**src/rtl/ccp_fill_ctrl_if.sv**
```systemverilog
// Bus bundle for the cache fill controller: the fill request from the miss
// handler, the tag/data array write ports and the fill-complete notification.
// The master modport is the controller's view; slave is the surrounding logic.
interface ccp_fill_ctrl_if #(
  parameter int N_WAYS  = 4,
  parameter int SET_W   = 9,
  parameter int TAG_W   = 24,
  parameter int STATE_W = 2,
  parameter int N_BEATS = 4,
  parameter int DATA_W  = 128
);
  localparam int WAY_W  = $clog2(N_WAYS);
  localparam int BEAT_W = $clog2(N_BEATS);

  logic               fill_req_valid;
  logic               fill_req_ready;
  logic [WAY_W-1:0]   fill_req_way;
  logic [SET_W-1:0]   fill_req_index;
  logic [TAG_W-1:0]   fill_req_tag;
  logic [STATE_W-1:0] fill_req_state;

  logic               tag_wr_valid;
  logic               tag_wr_ready;
  logic [WAY_W-1:0]   tag_wr_way;
  logic [SET_W-1:0]   tag_wr_index;
  logic [TAG_W-1:0]   tag_wr_tag;
  logic [STATE_W-1:0] tag_wr_state;

  logic               fill_data_valid;
  logic               fill_data_ready;
  logic [DATA_W-1:0]  fill_data;

  logic               data_wr_valid;
  logic               data_wr_ready;
  logic [WAY_W-1:0]   data_wr_way;
  logic [SET_W-1:0]   data_wr_index;
  logic [BEAT_W-1:0]  data_wr_beat;
  logic [DATA_W-1:0]  data_wr_data;

  logic               fill_done_valid;
  logic               fill_done_ready;
  logic [WAY_W-1:0]   fill_done_way;

  modport master (
    input  fill_req_valid, fill_req_way, fill_req_index, fill_req_tag, fill_req_state,
    output fill_req_ready,
    output tag_wr_valid, tag_wr_way, tag_wr_index, tag_wr_tag, tag_wr_state,
    input  tag_wr_ready,
    input  fill_data_valid, fill_data,
    output fill_data_ready,
    output data_wr_valid, data_wr_way, data_wr_index, data_wr_beat, data_wr_data,
    input  data_wr_ready,
    output fill_done_valid, fill_done_way,
    input  fill_done_ready
  );

  modport slave (
    output fill_req_valid, fill_req_way, fill_req_index, fill_req_tag, fill_req_state,
    input  fill_req_ready,
    input  tag_wr_valid, tag_wr_way, tag_wr_index, tag_wr_tag, tag_wr_state,
    output tag_wr_ready,
    output fill_data_valid, fill_data,
    input  fill_data_ready,
    input  data_wr_valid, data_wr_way, data_wr_index, data_wr_beat, data_wr_data,
    output data_wr_ready,
    input  fill_done_valid, fill_done_way,
    output fill_done_ready
  );
endinterface

```
**src/rtl/ccp_fill_ctrl.sv**
```systemverilog
// Cache line fill controller. Accepts one fill at a time, writes the new tag
// and line state, streams the data beats straight through to the data array,
// then reports completion. Per-way pending flags tell the rest of the cache
// which way is mid-fill and which phase it is in.
module ccp_fill_ctrl #(
  parameter int N_WAYS  = 4,
  parameter int SET_W   = 9,
  parameter int TAG_W   = 24,
  parameter int STATE_W = 2,
  parameter int N_BEATS = 4,
  parameter int DATA_W  = 128
) (
  input  logic                clk,
  input  logic                reset_n,
  ccp_fill_ctrl_if.master     bus,
  output logic [N_WAYS-1:0]   fill_state_pending_o,
  output logic [N_WAYS-1:0]   fill_data_pending_o,
  output logic [N_WAYS-1:0]   fill_done_pending_o,
  output logic                fill_err_o
);
  localparam int WAY_W  = $clog2(N_WAYS);
  localparam int BEAT_W = $clog2(N_BEATS);
  localparam logic [N_WAYS-1:0] WAY0_ONEHOT = N_WAYS'(1);
  localparam logic [BEAT_W-1:0] LAST_BEAT   = BEAT_W'(N_BEATS - 1);

  typedef enum logic [1:0] {
    IDLE,
    TAG_WR,
    DATA,
    DONE
  } state_t;

  state_t               state_q;
  logic [WAY_W-1:0]     way_q;
  logic [SET_W-1:0]     index_q;
  logic [TAG_W-1:0]     tag_q;
  logic [STATE_W-1:0]   line_state_q;
  logic [BEAT_W-1:0]    beat_q;
  logic [BEAT_W-1:0]    beat_d;
  logic [N_WAYS-1:0]    state_pend_q;
  logic [N_WAYS-1:0]    data_pend_q;
  logic [N_WAYS-1:0]    done_pend_q;
  logic                 err_q;

  logic                 data_hs;
  logic [N_WAYS-1:0]    req_way_onehot;
  logic [N_WAYS-1:0]    cur_way_onehot;
  logic [DATA_W-1:0]    beat_data;

  assign data_hs        = (state_q == DATA) && bus.fill_data_valid && bus.data_wr_ready;
  assign beat_d         = beat_q + BEAT_W'(1);
  assign req_way_onehot = WAY0_ONEHOT << bus.fill_req_way;
  assign cur_way_onehot = WAY0_ONEHOT << way_q;
  assign beat_data      = bus.fill_data;

  // Fill sequencer: owns the latched request, beat counter and pending flags.
  // A request with line state 0 would install an invalid line, so it is
  // refused with a one-cycle error pulse and the controller stays idle.
  always_ff @(posedge clk or negedge reset_n) begin
    if (!reset_n) begin
      state_q      <= IDLE;
      way_q        <= '0;
      index_q      <= '0;
      tag_q        <= '0;
      line_state_q <= '0;
      beat_q       <= '0;
      state_pend_q <= '0;
      data_pend_q  <= '0;
      done_pend_q  <= '0;
      err_q        <= 1'b0;
    end else begin
      err_q <= 1'b0;
      case (state_q)
        IDLE: begin
          if (bus.fill_req_valid) begin
            if (bus.fill_req_state != '0) begin
              way_q        <= bus.fill_req_way;
              index_q      <= bus.fill_req_index;
              tag_q        <= bus.fill_req_tag;
              line_state_q <= bus.fill_req_state;
              beat_q       <= '0;
              state_pend_q <= state_pend_q | req_way_onehot;
              data_pend_q  <= data_pend_q | req_way_onehot;
              state_q      <= TAG_WR;
            end else begin
              err_q <= 1'b1;
            end
          end
        end
        TAG_WR: begin
          if (bus.tag_wr_ready) begin
            state_pend_q <= state_pend_q & ~cur_way_onehot;
            state_q      <= DATA;
          end
        end
        DATA: begin
          if (data_hs) begin
            beat_q <= beat_d;
            if (beat_q == LAST_BEAT) begin
              data_pend_q <= data_pend_q & ~cur_way_onehot;
              done_pend_q <= done_pend_q | cur_way_onehot;
              state_q     <= DONE;
            end
          end
        end
        DONE: begin
          if (bus.fill_done_ready) begin
            done_pend_q <= done_pend_q & ~cur_way_onehot;
            state_q     <= IDLE;
          end
        end
        default: state_q <= IDLE;
      endcase
    end
  end

  assign bus.fill_req_ready  = (state_q == IDLE);

  assign bus.tag_wr_valid    = (state_q == TAG_WR);
  assign bus.tag_wr_way      = way_q;
  assign bus.tag_wr_index    = index_q;
  assign bus.tag_wr_tag      = tag_q;
  assign bus.tag_wr_state    = line_state_q;

  assign bus.data_wr_valid   = (state_q == DATA) && bus.fill_data_valid;
  assign bus.fill_data_ready = (state_q == DATA) && bus.data_wr_ready;
  assign bus.data_wr_way     = way_q;
  assign bus.data_wr_index   = index_q;
  assign bus.data_wr_beat    = beat_q;
  assign bus.data_wr_data    = beat_data;

  assign bus.fill_done_valid = (state_q == DONE);
  assign bus.fill_done_way   = way_q;

  assign fill_state_pending_o = state_pend_q;
  assign fill_data_pending_o  = data_pend_q;
  assign fill_done_pending_o  = done_pend_q;
  assign fill_err_o           = err_q;
endmodule

```
**src/flat_wrapper.sv**
```systemverilog
// flat-port wrapper written by rule: the top's interface ports become plain ports
module ccp_fill_ctrl_flat 
#(
  parameter int N_WAYS  = 4,
  parameter int SET_W   = 9,
  parameter int TAG_W   = 24,
  parameter int STATE_W = 2,
  parameter int N_BEATS = 4,
  parameter int DATA_W  = 128
)
  (clk, reset_n, fill_state_pending_o, fill_data_pending_o, fill_done_pending_o, fill_err_o, bus_fill_req_valid, bus_fill_req_way, bus_fill_req_index, bus_fill_req_tag, bus_fill_req_state, bus_fill_req_ready, bus_tag_wr_valid, bus_tag_wr_way, bus_tag_wr_index, bus_tag_wr_tag, bus_tag_wr_state, bus_tag_wr_ready, bus_fill_data_valid, bus_fill_data, bus_fill_data_ready, bus_data_wr_valid, bus_data_wr_way, bus_data_wr_index, bus_data_wr_beat, bus_data_wr_data, bus_data_wr_ready, bus_fill_done_valid, bus_fill_done_way, bus_fill_done_ready);
  ccp_fill_ctrl_if #(.N_WAYS(N_WAYS), .SET_W(SET_W), .TAG_W(TAG_W), .STATE_W(STATE_W), .N_BEATS(N_BEATS), .DATA_W(DATA_W)) bus_i ();
  input  logic clk;
  input  logic reset_n;
  output logic [N_WAYS-1:0] fill_state_pending_o;
  output logic [N_WAYS-1:0] fill_data_pending_o;
  output logic [N_WAYS-1:0] fill_done_pending_o;
  output logic fill_err_o;
  input wire logic [$bits(bus_i.fill_req_valid)-1:0] bus_fill_req_valid;
  input wire logic [$bits(bus_i.fill_req_way)-1:0] bus_fill_req_way;
  input wire logic [$bits(bus_i.fill_req_index)-1:0] bus_fill_req_index;
  input wire logic [$bits(bus_i.fill_req_tag)-1:0] bus_fill_req_tag;
  input wire logic [$bits(bus_i.fill_req_state)-1:0] bus_fill_req_state;
  output wire logic [$bits(bus_i.fill_req_ready)-1:0] bus_fill_req_ready;
  output wire logic [$bits(bus_i.tag_wr_valid)-1:0] bus_tag_wr_valid;
  output wire logic [$bits(bus_i.tag_wr_way)-1:0] bus_tag_wr_way;
  output wire logic [$bits(bus_i.tag_wr_index)-1:0] bus_tag_wr_index;
  output wire logic [$bits(bus_i.tag_wr_tag)-1:0] bus_tag_wr_tag;
  output wire logic [$bits(bus_i.tag_wr_state)-1:0] bus_tag_wr_state;
  input wire logic [$bits(bus_i.tag_wr_ready)-1:0] bus_tag_wr_ready;
  input wire logic [$bits(bus_i.fill_data_valid)-1:0] bus_fill_data_valid;
  input wire logic [$bits(bus_i.fill_data)-1:0] bus_fill_data;
  output wire logic [$bits(bus_i.fill_data_ready)-1:0] bus_fill_data_ready;
  output wire logic [$bits(bus_i.data_wr_valid)-1:0] bus_data_wr_valid;
  output wire logic [$bits(bus_i.data_wr_way)-1:0] bus_data_wr_way;
  output wire logic [$bits(bus_i.data_wr_index)-1:0] bus_data_wr_index;
  output wire logic [$bits(bus_i.data_wr_beat)-1:0] bus_data_wr_beat;
  output wire logic [$bits(bus_i.data_wr_data)-1:0] bus_data_wr_data;
  input wire logic [$bits(bus_i.data_wr_ready)-1:0] bus_data_wr_ready;
  output wire logic [$bits(bus_i.fill_done_valid)-1:0] bus_fill_done_valid;
  output wire logic [$bits(bus_i.fill_done_way)-1:0] bus_fill_done_way;
  input wire logic [$bits(bus_i.fill_done_ready)-1:0] bus_fill_done_ready;
  assign bus_i.fill_req_valid = bus_fill_req_valid;
  assign bus_i.fill_req_way = bus_fill_req_way;
  assign bus_i.fill_req_index = bus_fill_req_index;
  assign bus_i.fill_req_tag = bus_fill_req_tag;
  assign bus_i.fill_req_state = bus_fill_req_state;
  assign bus_fill_req_ready = bus_i.fill_req_ready;
  assign bus_tag_wr_valid = bus_i.tag_wr_valid;
  assign bus_tag_wr_way = bus_i.tag_wr_way;
  assign bus_tag_wr_index = bus_i.tag_wr_index;
  assign bus_tag_wr_tag = bus_i.tag_wr_tag;
  assign bus_tag_wr_state = bus_i.tag_wr_state;
  assign bus_i.tag_wr_ready = bus_tag_wr_ready;
  assign bus_i.fill_data_valid = bus_fill_data_valid;
  assign bus_i.fill_data = bus_fill_data;
  assign bus_fill_data_ready = bus_i.fill_data_ready;
  assign bus_data_wr_valid = bus_i.data_wr_valid;
  assign bus_data_wr_way = bus_i.data_wr_way;
  assign bus_data_wr_index = bus_i.data_wr_index;
  assign bus_data_wr_beat = bus_i.data_wr_beat;
  assign bus_data_wr_data = bus_i.data_wr_data;
  assign bus_i.data_wr_ready = bus_data_wr_ready;
  assign bus_fill_done_valid = bus_i.fill_done_valid;
  assign bus_fill_done_way = bus_i.fill_done_way;
  assign bus_i.fill_done_ready = bus_fill_done_ready;
  ccp_fill_ctrl #(.N_WAYS(N_WAYS), .SET_W(SET_W), .TAG_W(TAG_W), .STATE_W(STATE_W), .N_BEATS(N_BEATS), .DATA_W(DATA_W)) u_core (.clk(clk), .reset_n(reset_n), .bus(bus_i), .fill_state_pending_o(fill_state_pending_o), .fill_data_pending_o(fill_data_pending_o), .fill_done_pending_o(fill_done_pending_o), .fill_err_o(fill_err_o));
endmodule
```
**config.mk**
```make
export PLATFORM = sky130hd
export DESIGN_NAME = ccp_fill_ctrl_flat
export DESIGN_NICKNAME = d
export VERILOG_FILES = /design/src/rtl/ccp_fill_ctrl_if.sv /design/src/rtl/ccp_fill_ctrl.sv /design/src/flat_wrapper.sv
export SDC_FILE = /design/constraint.sdc
export NUM_CORES = 1
export LEC_CHECK = 0
export ABC_AREA = 1
export CORE_AREA = 3 3 145 147
export CTS_CLUSTER_SIZE = 20
export DETAILED_ROUTE_END_ITERATION = 8
export DIE_AREA = 0 0 148 150
export GPL_ROUTABILITY_DRIVEN = 0
export PLACE_DENSITY = 0.68
export SYNTH_ARGS = -nofsm -noshare
export SYNTH_HDL_FRONTEND = slang
export SYNTH_SLANG_ARGS = --single-unit
```
**constraint.sdc**
```tcl
create_clock -name clk -period 2.7 [get_ports clk]
set_clock_uncertainty 0.2 [all_clocks]
set_input_delay 0.675 -clock clk [delete_from_list [all_inputs] [get_ports clk]]
set_output_delay 0.675 -clock clk [all_outputs]
set_load 0.005 [all_outputs]
```
==> results of run 1 <==
[cells in the mapped netlist]
| cell | count |
|---|---|
| sky130_fd_sc_hd__inv_1 | 61 |
| sky130_fd_sc_hd__nand3_1 | 22 |
| sky130_fd_sc_hd__o21ai_1 | 3 |
| sky130_fd_sc_hd__inv_2 | 3 |
| sky130_fd_sc_hd__ha_1 | 6 |
| sky130_fd_sc_hd__nand2_2 | 3 |
| sky130_fd_sc_hd__o21ai_2 | 31 |
| sky130_fd_sc_hd__or2_2 | 1 |
| sky130_fd_sc_hd__nor2_1 | 9 |
| sky130_fd_sc_hd__o21ai_0 | 10 |
| sky130_fd_sc_hd__o21bai_1 | 1 |
| sky130_fd_sc_hd__dfrtp_1 | 54 |
| sky130_fd_sc_hd__nand2_1 | 105 |
| sky130_fd_sc_hd__nand4_1 | 4 |
| sky130_fd_sc_hd__buf_6 | 8 |
| sky130_fd_sc_hd__buf_4 | 142 |
| sky130_fd_sc_hd__nand3_2 | 1 |
| sky130_fd_sc_hd__buf_2 | 1 |
| sky130_fd_sc_hd__nor2_8 | 1 |
| sky130_fd_sc_hd__a21oi_1 | 3 |
[worst paths after layout]
kind,slack [ns],depth (start not counted),end,startpoint
min in group clk,0.28,2,register,register
max reg2reg,0.70,9,register,u_core.state_q[0]
min reg2reg,0.28,2,register,register
max in group asynchronous,1.48,2,u_core.bus.data_wr_index[2],reset_n
max,0.08,4,bus_data_wr_valid,bus_fill_data_valid
min,0.21,1,u_core.state_q[1],reset_n
[worst max-delay path: cells and delay by family]
kind | cells | cell delay [ns]
buffers and inverters | 3 | 1.02
AND/OR/NAND/NOR | 1 | 0.06
[final cells by class]
cell class | count | share of cell area (%)
Inverter | 64 | 5.501
Tap cell | 270 | 7.736
Multi-Input combinational cell | 200 | 24.38
Timing Repair Buffer | 120 | 27.56
Clock buffer | 5 | 2.865
Sequential cell | 54 | 30.95
Clock inverter | 3 | 1.003
[layer usage]
| metal | routed length, microns | vias up | global-route usage [%] |
|---|---|---|---|
| met4 | 744 | 0 | 7.390 |
| met1 | 3285 | 1124 | 8.577 |
| li1 | - | 1243 | - |
| met5 | 0 | - | 0 |
| met2 | 4347 | 120 | 12.81 |
| met3 | 1299 | 74 | 5.088 |
[cell usage in the layout (no fill, tap or decap), drive strengths merged]
cell	count
a21oi	3
buf	8
bufinv	1
clkbuf	5
clkdlybuf4s50	112
clkinv	1
dfrtp	54
ha	6
inv	65
nand2	108
nand3	23
nand4	4
nor2	10
o21ai	44
o21bai	1
or2	1
[state kept, by name, indices dropped and copies added (netlist names), named ones only]
register / flops
u_core.fill_state_pending_o: 4
u_core.bus.data_wr_index: 9
u_core.bus.data_wr_beat: 2
u_core.bus.data_wr_way: 2
u_core.fill_err_o: 1
u_core.fill_data_pending_o: 4
u_core.bus.tag_wr_tag: 24
u_core.bus.tag_wr_state: 2
u_core.state_q: 2
[power breakdown]
| group | leakage (nW) | total, mW | internal [mW] | switching [mW] |
|---|---|---|---|---|
| combinational | 1.35 | 2.41 | 1.29 | 1.12 |
| sequential | 0.678 | 1.47 | 1.18 | 0.286 |
| clock | 0.0842 | 0.760 | 0.440 | 0.320 |
| total | 2.11 | 4.64 | 2.91 | 1.73 |
[kinds of logic (layout without fill, tap and decap cells)]
group	Yosys count	in the layout	share of synthesized area [%]
adders and majority gates	6	6	1.973
and+or+nand+nor	146	146	16.24
buffers and inverters	215	192	36.83
AOI/OAI and AO/OA	48	48	9.438
DFF	54	54	35.51
==> summary by stage, run 1 <==
Synth
The netlist uses 20 different library cells. The synthesized flop and latch total is 54. The mean cell area of the mapped netlist is 8.113 sq um. The number of nets produced by synthesis is 647. The gate count of the mapped netlist is 469. The biggest area contributor in the post-synthesis netlist is sky130_fd_sc_hd__dfrtp_1.

The netlist area before placement is 0.003805 sq mm. Of the post-synthesis cell area, the dominant cell type holds a little over a third. In the post-synthesis netlist, the biggest area contributors are sky130_fd_sc_hd__dfrtp_1 36%, sky130_fd_sc_hd__buf_4 28%, sky130_fd_sc_hd__nand2_1 10%.

Sequential elements use 35.51% of the synthesized area. For this run, the number of Yosys warnings is 0.

GRT
The first-pass GRT wire length is 14600 microns. The number of global-route vias before repair is 2563. Entering global routing, the biggest net connects 75 pins. The total global routing overflow is 0. The initial antenna violation count is 0. Global routing consumed, over all layers together, 8.620% of the routing resources.

Cells and area
The area growth from synthesis to final layout is 14.76%. The sequential cells in the finished layout cover a total of 0.001351 sq mm. Excluding fillers, the count of instances in the completed layout stands at approximately 720. The area of combinational cells with multiple inputs is 0.001065 sq mm. Counting the fill cells in the layout gives 2259.

After routing the design area is ~0.0044 sq mm. The final standard cell utilization of the core is 21.79%. The number of antenna diodes in the final layout is 0. In the final layout, the share of cells above drive strength 1 is 12.78%.

After the last flow step, the layout net total stands at 623.

Critical path
The worst setup path is captured at a primary output. STA classifies the critical path startpoint as an input port. The data arrival time at the worst-slack endpoint is 1.75 ns. Traced cell by cell, the critical path runs through clkdlybuf4s50_1 > nand2_1 > inv_1 > clkdlybuf4s50_1. The worst setup path is of the input port to primary output kind. The cell with the most instances on the worst path is sky130_fd_sc_hd__clkdlybuf4s50_1. The peak fanout along the critical path is 2.

For this run, the slowest stage of the critical path takes 0.49 ns. The endpoint required time on the critical path is roughly 1.8 ns. The slowest stage of the critical path belongs to the cell sky130_fd_sc_hd__clkdlybuf4s50_1.

Timing
Setup repair after global routing left no endpoint under its margin. The final setup violation count is 0. The total negative setup slack is 0 ns.

The maximum achievable frequency is between 0.3 and 0.4 GHz. The final hold violation count is 0. Final hold analysis gives a worst-case slack of 0.2056 ns. Headroom to the max-slew limit came out at a little over half. The final clock period utilization by the worst path is a little over nine tenths. Counting I/O delays and the setup requirement, the final critical path takes between 2 and 3 ns. The final-report max-slew violation count is 0. The worst path meets setup with between 0.07 and 0.08 ns of slack.

At the pin with the least slew margin, the transition time is 0.6963 ns.

Drt
Across all layers, the routed design uses 2561 vias. The routed wirelength normalized by instance count is 13.51 microns. After detailed routing, the number of remaining DRC violations is 0. In the routed layout, each cell is associated on average with a via count of 3.577. After the first detailed-routing iteration, the DRC count stood at 96. The final layout contains routed wiring with a total length of 9676 microns. The first detailed-routing pass took 4 iterations. The residual antenna-violating net count after detailed routing is 0.

Floorplanning
The floorplan step defined a die boundary enclosing 0.02220 sq mm. The effective utilization at floorplan is 18.99%. The die is ~150 microns wide. Row generation in the floorplan step produced 52 rows. The core box area is 0.02004 sq mm. The I/O pin count is 370. The die is roughly 150 microns tall.

Clock tree
Buffers inserted during clock tree synthesis total 5. After clock tree synthesis, the clock-pin slew on the worst setup and hold paths is 0.07 ns. The clock tree synthesis step divided the H-tree into 2 levels. The number of hold buffers added after CTS was 0.

The clock passes through at most 2 buffers. The number of buffers inserted by post-CTS setup repair is 0. The TritonCTS sink count is 54. The clock latency on the worst-skew pair is 0.30 ns. The library cell used as clock root buffer is sky130_fd_sc_hd__clkbuf_16.

The post-cts sizing count is 0. TritonCTS built the clock tree.

Run
Across the run, the number of max-cap violations was 0.

Power and ir drop
Across the VDD grid, the largest voltage drop is around 250 uV. The power consumption is 4.639 mW. In this run the static leakage power is 2.115 nW. In this run the power density over the cells is 1062 mW/mm^2.

Hold path
The min-delay analysis places its worst path in the category input port to async pin.

Place
The cell area reported after detailed placement is between 0.004 and 0.005 sq mm. The number of buffers inserted by port buffering is 113. Timing analysis after detailed placement gives a worst setup slack of between 0.07 and 0.08 ns.

Summed over all nets, the half-perimeter wirelength after detailed placement is 7554 microns. The number of placed instances, taps included, is 708.

Run status
The flow ran to the end, and the final reports show no timing, DRC or antenna violations.
No activity file was read; power rests on OpenSTA's default activity.
==> run 2, diff against run 1 <==
--- a/config.mk
+++ b/config.mk
@@ -6,10 +6,10 @@
 export NUM_CORES = 1
 export LEC_CHECK = 0
 export ABC_AREA = 1
-export CORE_AREA = 3 3 145 147
+export CORE_AREA = 2 2 144 146
 export CTS_CLUSTER_SIZE = 20
 export DETAILED_ROUTE_END_ITERATION = 8
-export DIE_AREA = 0 0 148 150
+export DIE_AREA = 0 0 146 148
 export GPL_ROUTABILITY_DRIVEN = 0
 export PLACE_DENSITY = 0.68
 export SYNTH_ARGS = -nofsm -noshare
==> summary by stage, run 2 (synthesized netlist as in run 1, its figures left out) <==
Place
The worst slack after detailed placement came to 0.07506 ns (-0.001085 ns). The HPWL reported at the end of detailed placement was 7694 microns (+1.9%). The number of buffers inserted by port buffering came to 113 (unchanged).

The instance count after placement with tap cells included is 711 (+0.42%).

Cells and area
The final standard cell count with taps included and fillers excluded came to 719 (+0.42%). The top cell types in the final layout, fill and taps aside, are 112 x sky130_fd_sc_hd__clkdlybuf4s50_1, 105 x sky130_fd_sc_hd__nand2_1, 61 x sky130_fd_sc_hd__inv_1. The proportion of layout cells with a drive suffix above 1 came to 13.36% (+0.58 points). The number of fill cells is 2242 (-0.75%). The library cell used most frequently in the layout, excluding fill and tap cells, is sky130_fd_sc_hd__clkdlybuf4s50_1. The antenna cell count is 0 (unchanged). The area growth from synthesis to final layout is 15.49%. The flip-flop count of the largest register after layout was 24 (unchanged). The final layout net count is 626 (+0.48%).

Power and ir drop
The power share of the combinational group came to 52.5% (+0.6 points). The power consumption is 4.622 mW (-0.36%). The switching share of power came to 37.51% (+0.28 points). The clock network fraction of design power was 15.5% (-0.9 points).

The internal power of the cells came to 2.889 mW (-0.80%). The register share of total power was 31.9% (+0.2 points). The net switching component of the power is 1.734 mW (+0.38%).

The peak supply drop was 274.1 uV (+12%). The power density over the cells is 1052 mW/mm^2 (-0.98%). The leakage power figure is 2.130 nW (+0.73%).

Floorplanning
The die boundary width is 146 microns (-1.4%). The I/O pin count is 370 (unchanged). The overall die area is 0.02161 sq mm (-2.7%). The height of the chip is 148 microns (-1.3%). The core box area is 0.02004 sq mm (unchanged).

The effective utilization at floorplan is 18.99% (unchanged). The standard-cell row count was 52 (unchanged).

GRT
The global-route usage over all layers is 8.813% (+0.19 points). The total global routing overflow is 0 (unchanged). The first-pass GRT wire length is 14610 microns (about the same).

The pin count of the biggest net entering global routing is 39 (-48%). The number of global-route vias before repair came to 2542 (-0.82%). The initial antenna violation count came to 0 (unchanged).

Drt
The vias per cell is 3.624 (+1.3%). The count of unresolved DRC violations after routing came to 0 (unchanged). The residual antenna-violating net count after detailed routing was 0 (unchanged). The vias after detailed routing is 2606 (+1.8%). The aggregate routed wire length is 9773 microns (+1.0%). The routed wirelength normalized by instance count is 13.59 microns (+0.58%). The DRC violation total after the first TritonRoute iteration is 135 (+41%). The detailed-router iteration count before antenna repair is 4 (unchanged).

Timing
The normalized max-slew margin is 76.63% (+23 points). The slew of the pin with the lowest slew margin is 0.3506 ns (-0.3457 ns). The worst setup slack after layout came to 0.07149 ns (-0.004346 ns). Setup repair after global routing left no endpoint under its margin. The final hold violation count is 0 (unchanged). The final-report max-slew violation count is 0 (unchanged). The final clock period utilization by the worst path was 97.35% (+0.16 points). The shortest clock period the worst path allows after layout is 2.629 ns (+0.004346 ns).

The maximum achievable frequency is 0.3804 GHz (-0.17%). The total negative setup slack is 0 ns (unchanged). The final setup violation count is 0 (unchanged).

Critical path
The type of the setup path with the least slack is input port to primary output. The startpoint identified for the worst register-to-register timing path is u_core.state_q[0]. The type of element capturing the critical path is a primary output. Walking the worst path, the cells encountered are clkdlybuf4s50_1 > nand2_1 > inv_1 > clkdlybuf4s50_1. The endpoint required time on the critical path is 1.82 ns (about the same). The delay of the slowest critical-path stage is 0.49 ns (about the same). The most critical setup path has its startpoint at bus_fill_data_valid. STA classifies the critical path startpoint as an input port. The peak fanout along the critical path came to 2 (unchanged).

The data arrival time at the worst-slack endpoint is 1.75 ns (about the same). The cell with the largest stage delay on the worst path is sky130_fd_sc_hd__clkdlybuf4s50_1. The cell that appears most often on the critical path is sky130_fd_sc_hd__clkdlybuf4s50_1.

Clock tree
The clock latency on the worst-skew pair is 0.30 ns (about the same). TritonCTS built the clock tree. The count of hold-fix buffers inserted at cts came to 0 (unchanged). The maximum buffer depth of the clock tree was 2 (unchanged). The clock edge transition at the registers on the reported setup and hold paths came to 0.08 ns (about the same). The TritonCTS buffer count is 5 (unchanged). The number of buffers inserted by post-CTS setup repair is 0 (unchanged).

The TritonCTS sink count came to 54 (unchanged). The depth of the CTS H-tree is 2 (unchanged). In this run the clock root is driven by a sky130_fd_sc_hd__clkbuf_16. The post-cts sizing count is 0 (unchanged).

Hold path
The tightest min-delay check is of the input port to async pin type.

Run status
The run finished with clean final reports.

Run
The max-cap check violation count is 0 (unchanged).
run 2: cell types whose count changed in the layout (fill, tap and decap cells not counted), sizes merged:
cell | before | now
buf | 8 | 11
clkbuf | 5 | 7
bufinv | 1 | 0
inv | 65 | 64
run 2: final timing paths:
path                                                to  slack (ns)  cells after the start
max in group asynchronous     u_core.bus.tag_wr_tag[0]        1.67                      2
setup reg to reg                              register        0.68                      9
hold reg to reg               u_core.bus.tag_wr_tag[0]        0.28                      2
setup / recovery                     bus_data_wr_valid        0.07                      4
hold / removal             u_core.bus.data_wr_index[4]        0.06                      1
min in group clk              u_core.bus.tag_wr_tag[0]        0.28                      2
run 2: final cells by class:
cell class | instances | area [sq um] | area share, %
Sequential cell | 54 | 1351 | 30.75
Tap cell | 270 | 337.8 | 7.688
Inverter | 64 | 240.2 | 5.467
Timing Repair Buffer | 123 | 1239 | 28.19
Clock buffer | 7 | 152.6 | 3.474
Multi-Input combinational cell | 200 | 1065 | 24.23
Clock inverter | 1 | 8.758 | 0.1993
run 2: routing by layer:
layer | wire length (microns) | global-route usage [%] | share of wire, % | vias to the layer above
li1 | - | - | - | 1240
met1 | 3633 | 9.087 | 37 | 1155
met2 | 4466 | 13.58 | 46 | 145
met3 | 1047 | 4.475 | 11 | 66
met4 | 626 | 6.990 | 6.4 | 0
met5 | 0 | 0 | 0 | -
run 2: per-stage QoR:
step           utilization [%]  hold slack (ns)  instance area, sq um
6_report                 21.93          0.05947                  4394
3_3_place_gp             21.12           0.2650                  4233
3_5_place_dp             21.12           0.2668                  4233
5_1_grt                  21.93          0.06588                  4394
2_1_floorplan                -           0.1794                  3805
4_1_cts                  21.93          0.05379                  4394
run 2: power by group through the flow:
stage | Sequential [mW] | Combinational [mW] | Clock (mW)
3_3_place_gp | 1.49 | 2.44 | 0
3_5_place_dp | 1.50 | 2.47 | 0
2_1_floorplan | 1.47 | 1.40 | 0
5_1_grt | 1.54 | 2.69 | 0.781
4_1_cts | 1.49 | 2.48 | 0.762
6_report | 1.48 | 2.43 | 0.718
run 2: worst max-delay path: cells and delay by family:
kind	cells	cell delay [ns]
buffers and inverters	3	1.02
AND/OR/NAND/NOR	1	0.06
